## src/rtl/cpu_decode_pkg.sv

```systemverilog
// Shared types and constants for the decode stage: opcode map, one-hot format codes,
// and the queued entry layout (pc/imm sized for the widest legal XLEN).
package cpu_decode_pkg;

  localparam int XLEN_MAX = 64;

  localparam logic [6:0] OP_LUI      = 7'h37;
  localparam logic [6:0] OP_AUIPC    = 7'h17;
  localparam logic [6:0] OP_JAL      = 7'h6F;
  localparam logic [6:0] OP_JALR     = 7'h67;
  localparam logic [6:0] OP_LOAD     = 7'h03;
  localparam logic [6:0] OP_OP_IMM   = 7'h13;
  localparam logic [6:0] OP_MISC_MEM = 7'h0F;
  localparam logic [6:0] OP_BRANCH   = 7'h63;
  localparam logic [6:0] OP_STORE    = 7'h23;
  localparam logic [6:0] OP_OP       = 7'h33;
  localparam logic [6:0] OP_SYSTEM   = 7'h73;
  localparam logic [6:0] OP_LOAD_FP  = 7'h07;
  localparam logic [6:0] OP_STORE_FP = 7'h27;
  localparam logic [6:0] OP_MADD     = 7'h43;
  localparam logic [6:0] OP_MSUB     = 7'h47;
  localparam logic [6:0] OP_NMSUB    = 7'h4B;
  localparam logic [6:0] OP_NMADD    = 7'h4F;
  localparam logic [6:0] OP_OP_FP    = 7'h53;

  typedef logic [7:0] fmt_t;

  localparam fmt_t FMT_U   = 8'b0000_0001;
  localparam fmt_t FMT_J   = 8'b0000_0010;
  localparam fmt_t FMT_I   = 8'b0000_0100;
  localparam fmt_t FMT_B   = 8'b0000_1000;
  localparam fmt_t FMT_S   = 8'b0001_0000;
  localparam fmt_t FMT_R   = 8'b0010_0000;
  localparam fmt_t FMT_CSR = 8'b0100_0000;
  localparam fmt_t FMT_R4  = 8'b1000_0000;

  // Bits of pc/imm above the configured XLEN are always zero.
  typedef struct packed {
    logic [XLEN_MAX-1:0] pc;
    logic [4:0]          rs1;
    logic [4:0]          rs2;
    logic [4:0]          rs3;
    logic [4:0]          rd;
    logic [2:0]          have_rs;
    logic [XLEN_MAX-1:0] imm;
    fmt_t                fmt;
    logic                illegal;
    logic                fpu;
  } decode_entry_t;

  // Source-register usage per format, ordered {rs3, rs2, rs1}.
  function automatic logic [2:0] src_use(input fmt_t f);
    src_use[0] = |(f & (FMT_I | FMT_B | FMT_S | FMT_R | FMT_CSR | FMT_R4));
    src_use[1] = |(f & (FMT_B | FMT_S | FMT_R | FMT_R4));
    src_use[2] = |(f & FMT_R4);
  endfunction

endpackage

```

## src/rtl/cpu_decode_if.sv

```systemverilog
// Upstream/downstream handshake, head entry and fault reporting for cpu_decode_stage.
interface cpu_decode_if #(parameter int XLEN = 32);
  import cpu_decode_pkg::*;

  logic            i_valid;
  logic            o_ready;
  logic [XLEN-1:0] i_pc;
  logic [31:0]     i_instruction;
  logic            i_flush;
  logic            o_valid;
  logic            i_ready;
  decode_entry_t   o_data;
  logic            o_fault;
  logic [XLEN-1:0] o_fault_pc;
  logic            i_fault_clear;

  modport slave (
    input  i_valid, i_pc, i_instruction, i_flush, i_ready, i_fault_clear,
    output o_ready, o_valid, o_data, o_fault, o_fault_pc
  );

  modport master (
    output i_valid, i_pc, i_instruction, i_flush, i_ready, i_fault_clear,
    input  o_ready, o_valid, o_data, o_fault, o_fault_pc
  );

endinterface

```

## src/rtl/cpu_decode_fifo.sv

```systemverilog
// Power-of-two entry queue with registered count; ready/valid derive from registered state only.
module cpu_decode_fifo #(
  parameter int  DEPTH   = 2,
  parameter type entry_t = logic
) (
  input  logic   clk,
  input  logic   rst,
  input  logic   push,
  input  logic   pop,
  input  logic   flush,
  input  entry_t push_data,
  output entry_t pop_data,
  output logic   ready,
  output logic   valid
);

  localparam int PW = $clog2(DEPTH);
  localparam int CW = $clog2(DEPTH + 1);

  entry_t          mem [DEPTH];
  logic [PW-1:0]   wr_ptr;
  logic [PW-1:0]   rd_ptr;
  logic [CW-1:0]   count;
  logic            live;

  // Pointers wrap naturally because DEPTH is a power of two.
  always_ff @(posedge clk or posedge rst) begin
    if (rst) begin
      wr_ptr <= '0;
      rd_ptr <= '0;
      count  <= '0;
      live   <= 1'b0;
    end else begin
      live <= 1'b1;
      if (flush) begin
        wr_ptr <= '0;
        rd_ptr <= '0;
        count  <= '0;
      end else begin
        if (push) wr_ptr <= wr_ptr + PW'(1);
        if (pop)  rd_ptr <= rd_ptr + PW'(1);
        if (push && !pop)      count <= count + CW'(1);
        else if (pop && !push) count <= count - CW'(1);
      end
    end
  end

  always_ff @(posedge clk) begin
    if (push && !flush) mem[wr_ptr] <= push_data;
  end

  assign valid    = (count != '0);
  assign ready    = live && (count < CW'(DEPTH));
  assign pop_data = valid ? mem[rd_ptr] : '0;

endmodule

```

## src/rtl/cpu_decode_stage.sv

```systemverilog
// Instruction decode stage: combinational decode feeding a small output queue, plus sticky fault capture.
// Define CPU_DECODE_FPU_EN to decode the floating-point opcode group (I/S/R/R4 with fpu=1).
module cpu_decode_stage
  import cpu_decode_pkg::*;
#(
  parameter int XLEN  = 32,
  parameter int DEPTH = 2
) (
  input logic       i_clock,
  input logic       i_reset,
  cpu_decode_if.slave bus
);

  localparam logic [XLEN_MAX-1:0] IMM_MASK = (XLEN == 64) ? {XLEN_MAX{1'b1}}
                                           : {{(XLEN_MAX-32){1'b0}}, 32'hFFFF_FFFF};

  logic [31:0]         ins;
  logic [6:0]          opcode;
  logic [2:0]          funct3;
  fmt_t                fmt;
  logic                fpu;
  logic [XLEN_MAX-1:0] imm;
  decode_entry_t       entry;
  logic                push;
  logic                pop;
  logic                fault_q;
  logic [XLEN-1:0]     fault_pc_q;

  assign ins    = bus.i_instruction;
  assign opcode = ins[6:0];
  assign funct3 = ins[14:12];

  always_comb begin
    fmt = '0;
    fpu = 1'b0;
    case (opcode)
      OP_LUI, OP_AUIPC:                        fmt = FMT_U;
      OP_JAL:                                  fmt = FMT_J;
      OP_JALR, OP_LOAD, OP_OP_IMM, OP_MISC_MEM: fmt = FMT_I;
      OP_BRANCH:                               fmt = FMT_B;
      OP_STORE:                                fmt = FMT_S;
      OP_OP:                                   fmt = FMT_R;
      OP_SYSTEM:                               fmt = (funct3 != 3'd0) ? FMT_CSR : FMT_I;
`ifdef CPU_DECODE_FPU_EN
      OP_LOAD_FP:  begin fmt = FMT_I; fpu = 1'b1; end
      OP_STORE_FP: begin fmt = FMT_S; fpu = 1'b1; end
      OP_MADD, OP_MSUB, OP_NMSUB, OP_NMADD: begin fmt = FMT_R4; fpu = 1'b1; end
      OP_OP_FP:    begin fmt = FMT_R; fpu = 1'b1; end
`endif
      default:                                 fmt = '0;
    endcase
    // Compressed / non-32-bit encodings are rejected regardless of opcode.
    if (ins[1:0] != 2'b11) begin
      fmt = '0;
      fpu = 1'b0;
    end
  end

  always_comb begin
    imm = '0;
    case (fmt)
      FMT_I:   imm = {{52{ins[31]}}, ins[31:20]};
      FMT_S:   imm = {{52{ins[31]}}, ins[31:25], ins[11:7]};
      FMT_B:   imm = {{51{ins[31]}}, ins[31], ins[7], ins[30:25], ins[11:8], 1'b0};
      FMT_J:   imm = {{43{ins[31]}}, ins[31], ins[19:12], ins[20], ins[30:21], 1'b0};
      FMT_U:   imm = {{32{ins[31]}}, ins[31:12], 12'b0};
      FMT_R:   imm = {58'b0, ins[25:20]};
      FMT_CSR: imm = {52'b0, ins[31:20]};
      default: imm = '0;
    endcase
  end

  always_comb begin
    entry         = '0;
    entry.pc      = XLEN_MAX'(bus.i_pc);
    entry.rs1     = ins[19:15];
    entry.rs2     = ins[24:20];
    entry.rs3     = ins[31:27];
    entry.rd      = ins[11:7];
    entry.have_rs = src_use(fmt) & {ins[31:27] != 5'd0, ins[24:20] != 5'd0, ins[19:15] != 5'd0};
    entry.imm     = imm & IMM_MASK;
    entry.fmt     = fmt;
    entry.illegal = (fmt == '0);
    entry.fpu     = fpu;
  end

  assign push = bus.i_valid && bus.o_ready && !bus.i_flush;
  assign pop  = bus.o_valid && bus.i_ready;

  cpu_decode_fifo #(
    .DEPTH   (DEPTH),
    .entry_t (decode_entry_t)
  ) u_fifo (
    .clk       (i_clock),
    .rst       (i_reset),
    .push      (push),
    .pop       (pop),
    .flush     (bus.i_flush),
    .push_data (entry),
    .pop_data  (bus.o_data),
    .ready     (bus.o_ready),
    .valid     (bus.o_valid)
  );

  // A clear in the same cycle as an illegal accept takes priority.
  always_ff @(posedge i_clock or posedge i_reset) begin
    if (i_reset) begin
      fault_q    <= 1'b0;
      fault_pc_q <= '0;
    end else if (bus.i_fault_clear) begin
      fault_q    <= 1'b0;
      fault_pc_q <= '0;
    end else if (push && entry.illegal && !fault_q) begin
      fault_q    <= 1'b1;
      fault_pc_q <= bus.i_pc;
    end
  end

  assign bus.o_fault    = fault_q;
  assign bus.o_fault_pc = fault_pc_q;

endmodule

```

## src/flat_wrapper.sv

```systemverilog
// flat-port wrapper written by rule: the top's interface ports become plain ports
module cpu_decode_stage_flat import cpu_decode_pkg::*;
#(
  parameter int XLEN  = 32,
  parameter int DEPTH = 2
)
  (i_clock, i_reset, bus_i_valid, bus_i_pc, bus_i_instruction, bus_i_flush, bus_i_ready, bus_i_fault_clear, bus_o_ready, bus_o_valid, bus_o_data, bus_o_fault, bus_o_fault_pc);
  cpu_decode_if #(.XLEN(XLEN)) bus_i ();
  input logic i_clock;
  input logic i_reset;
  input wire logic [$bits(bus_i.i_valid)-1:0] bus_i_valid;
  input wire logic [$bits(bus_i.i_pc)-1:0] bus_i_pc;
  input wire logic [$bits(bus_i.i_instruction)-1:0] bus_i_instruction;
  input wire logic [$bits(bus_i.i_flush)-1:0] bus_i_flush;
  input wire logic [$bits(bus_i.i_ready)-1:0] bus_i_ready;
  input wire logic [$bits(bus_i.i_fault_clear)-1:0] bus_i_fault_clear;
  output wire logic [$bits(bus_i.o_ready)-1:0] bus_o_ready;
  output wire logic [$bits(bus_i.o_valid)-1:0] bus_o_valid;
  output wire logic [$bits(bus_i.o_data)-1:0] bus_o_data;
  output wire logic [$bits(bus_i.o_fault)-1:0] bus_o_fault;
  output wire logic [$bits(bus_i.o_fault_pc)-1:0] bus_o_fault_pc;
  assign bus_i.i_valid = bus_i_valid;
  assign bus_i.i_pc = bus_i_pc;
  assign bus_i.i_instruction = bus_i_instruction;
  assign bus_i.i_flush = bus_i_flush;
  assign bus_i.i_ready = bus_i_ready;
  assign bus_i.i_fault_clear = bus_i_fault_clear;
  assign bus_o_ready = bus_i.o_ready;
  assign bus_o_valid = bus_i.o_valid;
  assign bus_o_data = bus_i.o_data;
  assign bus_o_fault = bus_i.o_fault;
  assign bus_o_fault_pc = bus_i.o_fault_pc;
  cpu_decode_stage #(.XLEN(XLEN), .DEPTH(DEPTH)) u_core (.i_clock(i_clock), .i_reset(i_reset), .bus(bus_i));
endmodule
```

## config.mk

```make
export PLATFORM = sky130hd
export DESIGN_NAME = cpu_decode_stage_flat
export DESIGN_NICKNAME = d
export VERILOG_FILES = /design/src/rtl/cpu_decode_pkg.sv /design/src/rtl/cpu_decode_if.sv /design/src/rtl/cpu_decode_fifo.sv /design/src/rtl/cpu_decode_stage.sv /design/src/flat_wrapper.sv
export SDC_FILE = /design/constraint.sdc
export NUM_CORES = 1
export LEC_CHECK = 0
export CAP_MARGIN = 20
export CELL_PAD_IN_SITES_DETAIL_PLACEMENT = 0
export CELL_PAD_IN_SITES_GLOBAL_PLACEMENT = 1
export CORE_MARGIN = 10
export CORE_UTILIZATION = 28
export CTS_BUF_LIST = sky130_fd_sc_hd__clkbuf_4
export CTS_CLUSTER_DIAMETER = 200
export DETAILED_ROUTE_END_ITERATION = 16
export GPL_TIMING_DRIVEN = 1
export MAX_ROUTING_LAYER = met4
export PLACE_DENSITY = 0.64
export SYNTH_ARGS = -nofsm -noshare
export SYNTH_HDL_FRONTEND = slang
export SYNTH_SLANG_ARGS = --single-unit
```

## constraint.sdc

```tcl
create_clock -name i_clock -period 23.9 [get_ports i_clock]
set_input_delay 3.585 -clock i_clock [delete_from_list [all_inputs] [get_ports i_clock]]
set_output_delay 3.585 -clock i_clock [all_outputs]
set_load 0.03 [all_outputs]
```

**Word level (Yosys, flattened, before mapping)**

Memories as Yosys holds them, arrays and structs flattened.
Index checks and enable logic that the tools add are counted.

- $add $sub $neg: 4
- $lt $le $gt $ge: 1
- Eq/ne operators: 19
- Multiplexer cells: 18
- Bitwise logic cells: 1
- Reductions and logical operators: 27

Operators by type and width:

| cell | count |
|---|---|
| $pmux 32 s7 | 1 |
| $mux 161 | 1 |
| $mux 32 | 2 |
| $pmux 8 s7 | 1 |
| $eq 7x7->1 const B | 4 |
| $eq 7x6->1 const B | 3 |
| $reduce_bool 5->1 | 3 |
| $eq 7x5->1 const B | 2 |
| $logic_and 1x1->1 | 9 |
| $eq 8x1->1 const B | 1 |
| $eq 8x2->1 const B | 1 |
| $eq 8x3->1 const B | 1 |
| $eq 8x4->1 const B | 1 |
| $eq 8x5->1 const B | 1 |
| $eq 8x6->1 const B | 1 |
| $eq 8x7->1 const B | 1 |
| $logic_not 8->1 | 1 |
| $mux 1 | 8 |
| $mux 8 | 1 |
| $reduce_bool 2->1 | 4 |
| $reduce_or 4->1 | 2 |
| $eq 7x2->1 const B | 1 |
| $eq 7x4->1 const B | 1 |
| $mux 7 | 1 |
| other kinds (11) | 18 |

- Register bits: 38
- Bits in writable memories: 192
- Bits of input ports: 70
- Memories kept: 1

Memory list:

| name | depth | width | read ports | clocked after memory_dff | wr ports | RTL line | source |
|---|---|---|---|---|---|---|---|
| u_core.u_fifo.mem | 2 | 96 | 1 | 0 | 1 | cpu_decode_fifo.sv:20 | `entry_t mem [DEPTH];` |

**Longest topological paths before layout**

Gate-level depths: netlist of the first run.

- Word-level depth: 9
- Depth in mapped cells: 7
- Gate-level depth less buffers: 5

**Modules after synthesis**

Synthesis of the first run repeated with hierarchy kept, for this count alone.

- Cell total of the unflattened synthesis: 966
- Area total of the unflattened synthesis: 14407.6 um^2

Modules (own cells, without submodules):

| module | times used | cells each | area each (um^2) | sequential area each (um^2) |
|---|---|---|---|---|
| cpu_decode_fifo | 1 | 704 | 12381.9 | 9794.4 |
| cpu_decode_stage | 1 | 262 | 2025.7 | 825.8 |

**Worst setup path after synthesis of the first run**

OpenSTA, ideal clock, no wires.

- Path kind: input-to-reg
- Start point: input bus_i_valid
- End point: memory u_core.u_fifo.mem[1][0] (netlist name) (enable)
- Arrival time: 10.633 ns
- Data required time: 23.218 ns
- Path slack: 12.586 ns
- Cell stages on the path: 2
- Path through: nand2_1 nor3b_1

- Longest elaborated chain between the ends: 5

Ends and longest elaborated chain:

| what | RTL line | source |
|---|---|---|
| start, declared | flat_wrapper.sv:11 | `input wire logic [$bits(bus_i.i_valid)-1:0] bus_i_valid;` |
| $logic_and 1x1->1 (2 in a row) | cpu_decode_stage.sv:87 | `assign push = bus.i_valid && bus.o_ready && !bus.i_flush;` |
| $logic_and 1x1->1 | cpu_decode_fifo.sv:49 | `if (push && !flush) mem[wr_ptr] <= push_data;` |
| $mux 1 | cpu_decode_fifo.sv:49 |  |
| $mux 1 (implied by the code) | cpu_decode_fifo.sv:49 |  |
| end, declared | cpu_decode_fifo.sv:20 |  |

No other way between the ends.

**Worst setup path in the final report of the first run**

- Start point: register u_core.u_fifo.rd_ptr
- End point: output bus_o_data[74]

- Longest elaborated chain between the ends: 2

Ends and longest elaborated chain:

| what | RTL line | source |
|---|---|---|
| start, declared | cpu_decode_fifo.sv:22 | `logic [PW-1:0] rd_ptr;` |
| start signal, assigned | cpu_decode_fifo.sv:41 | `if (pop) rd_ptr <= rd_ptr + PW'(1);` |
| $mem_v2 2x96 | n/a |  |
| $mux 161 | cpu_decode_fifo.sv:54 | `assign pop_data = valid ? mem[rd_ptr] : '0;` |
| end, declared | flat_wrapper.sv:19 | `output wire logic [$bits(bus_i.o_data)-1:0] bus_o_data;` |

No other way between the ends.

==> flow_summary.toml, run 1 <==
[status]
run_status = "completed"

[power]
peakVddDrop_uv = 37.7
intPower_uw = 639
leakage_nw = 4.66
swShare_pct = 26.5
p_per_area_nw_per_um2 = 66.8
clkPwrFrac_pct = 35.9
p_switching_uw = 231
pwr-share-comb_pct = 13.3
seqPwrFrac_pct = 50.8

[setup_path]
critical_path.n_buffers_inverters = 2
timing.rr.start = "u_core.u_fifo.count[1]$_DFFE_PP0P_"
cp_max_fo = 52
r2r_slack_ns = 21.38
reg2reg_depth = 6
cp_slowest_cell = "dfrtp_4"
r2r-end = "u_core.u_fifo.rd_ptr$_DFFE_PP0P_"
critPathTopFamily = "buffers and inverters"
critPathLaunchType = "flip-flop"
critPathArrivalTime_ns = 3.50
crit_type = "flip-flop to output pin"
worstPathRequired_ns = 20.32
cp_cell_sequence = "buf_4 > mux2i_1 > nor2_1 > clkdlybuf4s50_1"
slowest_delay_ns = 1.03
crit_path_end_kind = "output pin"

[final_layout]
final_common_cell = "clkdlybuf4s50_1"
syn_to_final_growth_pct = 28.7
finalNetCount = 1044
layout-drive-gt1-share_pct = 10.8
layout_common_cells = "clkdlybuf4s50_1 (198), edfxtp_1 (188), mux2i_1 (126)"

[synth]
synth_top_cell_area_share_pct = 55.8
syn_area_per_cell_um2 = 13.5
ys_top_cells_by_area = "edfxtp_1 (56%), mux2i_1 (12%), dfrtp_1 (9.4%)"
synth-edff-count = 188
ys_seq_area_share_pct = 65.2
synth_flop_cell = "edfxtp_1"
synth_warnings = 0
ys_ff_latch = 226
syn_inst = 748
yosys.area.top_type = "edfxtp_1"
syn_area_um2 = 10100
ys_types = 47
synthArstFlopShare_pct = 16.8

[floorplanning]
die_h_um = 210
io_pins = 266
start_util_pct = 28.4
rows = 69
fp.dieArea_um2 = 44200
chipWidth_um = 210
design.core.area_um2 = 35700

[sta]
slew_viol_final = 0
finalHoldViolations = 0
rsz0062_at_grt = "no"
setup_viol = 0
setup_tns_ns = 0
clock_skew_ns = 0.0256
worst_slack_ns = 16.81
whs_ns = 0.542
max_slew_margin_pct = 31.2
fin_crit_sh_pct = 29.7
min_period_ns = 7.09
max_freq_mhz = 141
tightest_slew_ns = 1.03

[placement]
place_ws_ns = 17.34
place.detailed.hpwl_mm = 18.3
routabilityCongestion = 0.720
port_buffers = 198

[worst_hold_path]
hold_depth = 2
hold_start = "u_core.bus.o_fault_pc[31]$_DFFE_PP0P_"
min_path_type = "flip-flop to flip-flop"
min_to = "u_core.bus.o_fault_pc[31]$_DFFE_PP0P_"

[cts]
h-tree-depth = 2
clockBufferDepth = 3
worstSkewPairLatency_ns = 0.66
cts.sinks = 226
postCtsSetupRepairBufs = 0
ctsResizeCount = 0
ctsHoldBuffers = 0
tritoncts = "yes"
cts_buffers = 58
clk_pin_slew_worst_paths_ns = 0.06
cts_root_buf = "clkbuf_4"

[global_routing]
first_global_vias = 6751
antenna_found_initial = 3
grt_max_degree = 66
gr-total-overflow = 0
grt_pass1_wl_mm = 41.0
grt_usage_pct = 12.1

[detailed_routing]
drt_iter0_drc = 218
wl_per_cell_um = 18.1
num_vias = 6290
drcViolationCount = 0
avgViaCountPerCell = 4.26
drt-total-wl_mm = 26.7
dr.pass1.iters = 4
antenna_left = 0

[run]
maxCapViolations = 0
logic make-up (layout without fill, tap and decap cells):
| family | after synthesis | count (layout) | synth area share [%] |
|---|---|---|---|
| compound gates | 60 | 60 | 4.17 |
| xor+xnor | 2 | 2 | 0.173 |
| buf+inv | 113 | 313 | 7.14 |
| flops | 226 | 226 | 65.2 |
| mux | 126 | 126 | 12.5 |
| other cells | 2 | 71 | 0.0742 |
| simple gates | 219 | 219 | 10.8 |
cell type report:
cell class / instances / area [um2]
fill: 3508 / 22600
sequential: 226 / 6600
multi-input combinational: 475 / 3070
timing repair buffer: 208 / 2060
clock buffer: 84 / 631
tap: 461 / 577
clock inverter: 16 / 67.6
inverter: 5 / 18.8
antenna: 3 / 7.51
synthesized netlist by cell type, drive strengths merged, types with 4 or more instances:
cell,number
o21ai,6
buf,90
nand3,7
and2,6
edfxtp,188
clkbuf,18
o21a,4
nand2b,66
a22o,4
nor2,109
mux2i,126
nand2,12
a21oi,13
inv,5
a21o,20
dfrtp,38
power groups by stage:
stage	combinational (mW)	clock [mW]	sequential (mW)
global placement	0.117	0	0.450
finish	0.116	0.312	0.442
CTS	0.118	0.327	0.442
floorplan	0.0774	0	0.452
global route	0.125	0.348	0.443
detailed placement	0.118	0	0.450
per-stage QoR:
step | total power [mW] | cell area, um2 | util, % | instances
finish | 0.870 | 13000 | 36.5 | 1478
global route | 0.916 | 13000 | 36.5 | 1478
CTS | 0.887 | 13000 | 36.5 | 1475
detailed placement | 0.568 | 12300 | 34.6 | 1375
global placement | 0.567 | 12300 | 34.6 | 1375
floorplan | 0.529 | 10400 | - | 814
state kept, by name, indices dropped and copies added (netlist names):
signal / cells
u_core.u_fifo.mem: 188
u_core.bus.o_fault_pc: 32
u_core.u_fifo.count: 2
u_core.bus.o_fault: 1
u_core.u_fifo.live: 1
u_core.u_fifo.rd_ptr: 1
u_core.u_fifo.wr_ptr: 1
worst register-to-register path, cell delays in order (launching register included):
cell     delay (ns)
dfrtp_1        0.44
nor2_4         0.69
buf_4          0.68
inv_1          0.27
nand2_1        0.12
xor2_1         0.14
nor2_1         0.05
layer usage:
layer	wire (um)	part of all wire [%]	vias up	GRT usage, %
met3	3070	11	35	6.19
met2	11700	44	248	17.8
met4	325	1.2	0	2.92
met5	0	0	-	-
met1	11600	44	2994	14.5
li1	-	-	3013	-
worst max-delay path by stage:
stage	slack (ns)	depth (start not counted)	from	endpoint
2_1_floorplan	12.59	2	bus_i_valid	u_core.u_fifo.mem[1][0]$_DFFE_PP_
3_3_place_gp	17.32	4	u_core.u_fifo.rd_ptr$_DFFE_PP0P_	bus_o_data[74]
3_5_place_dp	17.34	4	u_core.u_fifo.rd_ptr$_DFFE_PP0P_	bus_o_data[122]
4_1_cts	16.57	4	u_core.u_fifo.rd_ptr$_DFFE_PP0P_	bus_o_data[122]
5_1_grt	16.50	4	u_core.u_fifo.rd_ptr$_DFFE_PP0P_	bus_o_data[74]
6_report	16.81	4	u_core.u_fifo.rd_ptr$_DFFE_PP0P_	bus_o_data[74]
(Power assumes the default switching activity.)
==> run 2, diff against run 1 <==
--- a/config.mk
+++ b/config.mk
@@ -15,7 +15,7 @@
 export DETAILED_ROUTE_END_ITERATION = 16
 export GPL_TIMING_DRIVEN = 1
 export MAX_ROUTING_LAYER = met4
-export PLACE_DENSITY = 0.64
+export PLACE_DENSITY = 0.66
 export SYNTH_ARGS = -nofsm -noshare
 export SYNTH_HDL_FRONTEND = slang
 export SYNTH_SLANG_ARGS = --single-unit
==> constraint.sdc (replaced) <==
create_clock -name i_clock -period 6.1 [get_ports i_clock]
set_input_delay 0.915 -clock i_clock [delete_from_list [all_inputs] [get_ports i_clock]]
set_output_delay 0.915 -clock i_clock [all_outputs]
set_load 0.03 [all_outputs]
==> flow_summary.toml, run 2 (synthesis results as in run 1) <==
[detailed_routing]
avgViaCountPerCell = 4.27
num_vias = 6371
antenna_left = 0
drt_iter0_drc = 230
dr.pass1.iters = 4
drt-total-wl_mm = 27.3
drcViolationCount = 0
wl_per_cell_um = 18.3

[sta]
tightest_slew_ns = 1.03
setup_tns_ns = 0
max_freq_mhz = 235
finalHoldViolations = 0
max_slew_margin_pct = 31.4
clock_skew_ns = 0.0431
min_period_ns = 4.26
rsz0062_at_grt = "no"
slew_viol_final = 0
setup_viol = 0
fin_crit_sh_pct = 69.8

[worst_hold_path]
hold_depth = 2
min_to = "u_core.bus.o_fault_pc[14]$_DFFE_PP0P_"
min_path_type = "flip-flop to flip-flop"
hold_start = "u_core.bus.o_fault_pc[14]$_DFFE_PP0P_"

[floorplanning]
rows = 69
chipWidth_um = 210
start_util_pct = 28.4
io_pins = 266
fp.dieArea_um2 = 44200
design.core.area_um2 = 35700
die_h_um = 210

[final_layout]
finalNetCount = 1050
largest_register_ffs = 188
layout-drive-gt1-share_pct = 12.2
syn_to_final_growth_pct = 30.0
regMostFlops = "u_core.u_fifo.mem"
fin_util_pct = 36.9
layout_common_cells = "clkdlybuf4s50_1 (198), edfxtp_1 (188), mux2i_1 (126)"
final_common_cell = "clkdlybuf4s50_1"

[placement]
place.detailed.hpwl_mm = 18.7
port_buffers = 198
routabilityCongestion = 0.731

[cts]
cts.sinks = 226
ctsHoldBuffers = 0
ctsResizeCount = 0
clk_pin_slew_worst_paths_ns = 0.07
cts_buffers = 61
tritoncts = "yes"
cts_root_buf = "clkbuf_4"
postCtsSetupRepairBufs = 0
clockBufferDepth = 3
worstSkewPairLatency_ns = 0.72
h-tree-depth = 2

[global_routing]
grt_usage_pct = 12.4
grt_max_degree = 66
antenna_found_initial = 5
grt_pass1_wl_mm = 41.5
first_global_vias = 6968
gr-total-overflow = 0

[setup_path]
crit_type = "flip-flop to output pin"
timing.rr.start = "u_core.u_fifo.count[1]$_DFFE_PP0P_"
r2r-end = "u_core.u_fifo.mem[1][53]$_DFFE_PP_"
r2r_slack_ns = 3.76
critPathArrivalTime_ns = 3.34
crit_path_end_kind = "output pin"
cp_max_fo = 54
critPathLaunchType = "flip-flop"
worstPathRequired_ns = 5.18
reg2reg_depth = 4

[power]
p_per_area_nw_per_um2 = 267
leakage_nw = 4.74
peakVddDrop_uv = 125

[run]
maxCapViolations = 0

[status]
run_status = "completed"
run 2: area by class of cell:
class / count / area (um2)
clock buffer: 96 / 721
antenna: 5 / 12.5
clock inverter: 13 / 57.6
multi-input combinational: 475 / 3080
sequential: 226 / 6600
timing repair buffer: 211 / 2090
fill: 3537 / 22500
tap: 461 / 577
inverter: 5 / 18.8
run 2: worst max-delay path by stage:
| stage | start | endpoint | slack, ns | depth (start not counted) |
|---|---|---|---|---|
| final | u_core.u_fifo.rd_ptr$_DFFE_PP0P_ | bus_o_data[128] | 1.84 | 4 |
| after global routing | u_core.u_fifo.rd_ptr$_DFFE_PP0P_ | bus_o_data[107] | 1.52 | 4 |
| after CTS | u_core.u_fifo.rd_ptr$_DFFE_PP0P_ | bus_o_data[94] | 1.64 | 4 |
| after detailed placement | u_core.u_fifo.rd_ptr$_DFFE_PP0P_ | bus_o_data[92] | 2.47 | 4 |
| after global placement | u_core.u_fifo.rd_ptr$_DFFE_PP0P_ | bus_o_data[116] | 2.47 | 4 |
| after floorplan | u_core.u_fifo.count[1]$_DFFE_PP0P_ | u_core.u_fifo.mem[1][0]$_DFFE_PP_ | 0.57 | 3 |
run 2: metrics by stage:
| step | instances | setup slack, ns | instance area [um2] | total power [mW] | hold WS (ns) |
|---|---|---|---|---|---|
| 2_1_floorplan | 814 | 0.572 | 10400 | 2.07 | 0.536 |
| 3_3_place_gp | 1377 | 2.47 | 12300 | 2.23 | 0.526 |
| 3_5_place_dp | 1378 | 2.47 | 12400 | 2.23 | 0.532 |
| 4_1_cts | 1487 | 1.64 | 13100 | 3.59 | 0.548 |
| 5_1_grt | 1492 | 1.52 | 13200 | 3.70 | 0.562 |
| 6_report | 1492 | 1.84 | 13200 | 3.52 | 0.540 |
run 2: per-layer routing:
layer | up-vias | wire [um] | GRT usage [%]
met5 | - | 0 | -
met4 | 0 | 410 | 3.50
met3 | 40 | 3170 | 6.65
met2 | 250 | 12400 | 18.8
met1 | 3056 | 11300 | 14.0
li1 | 3025 | - | -
run 2: worst max-delay path, cell delays in order, from the launching register on:
cell	delay (ns)
dfrtp_4	1.06
buf_4	0.55
mux2i_1	0.14
nor2_1	0.12
clkdlybuf4s50_1	0.72
run 2: power by group:
group	switching, mW	internal, mW
registers	0.0246	1.71
clock network	0.614	0.709
logic	0.289	0.172
total	0.928	2.59
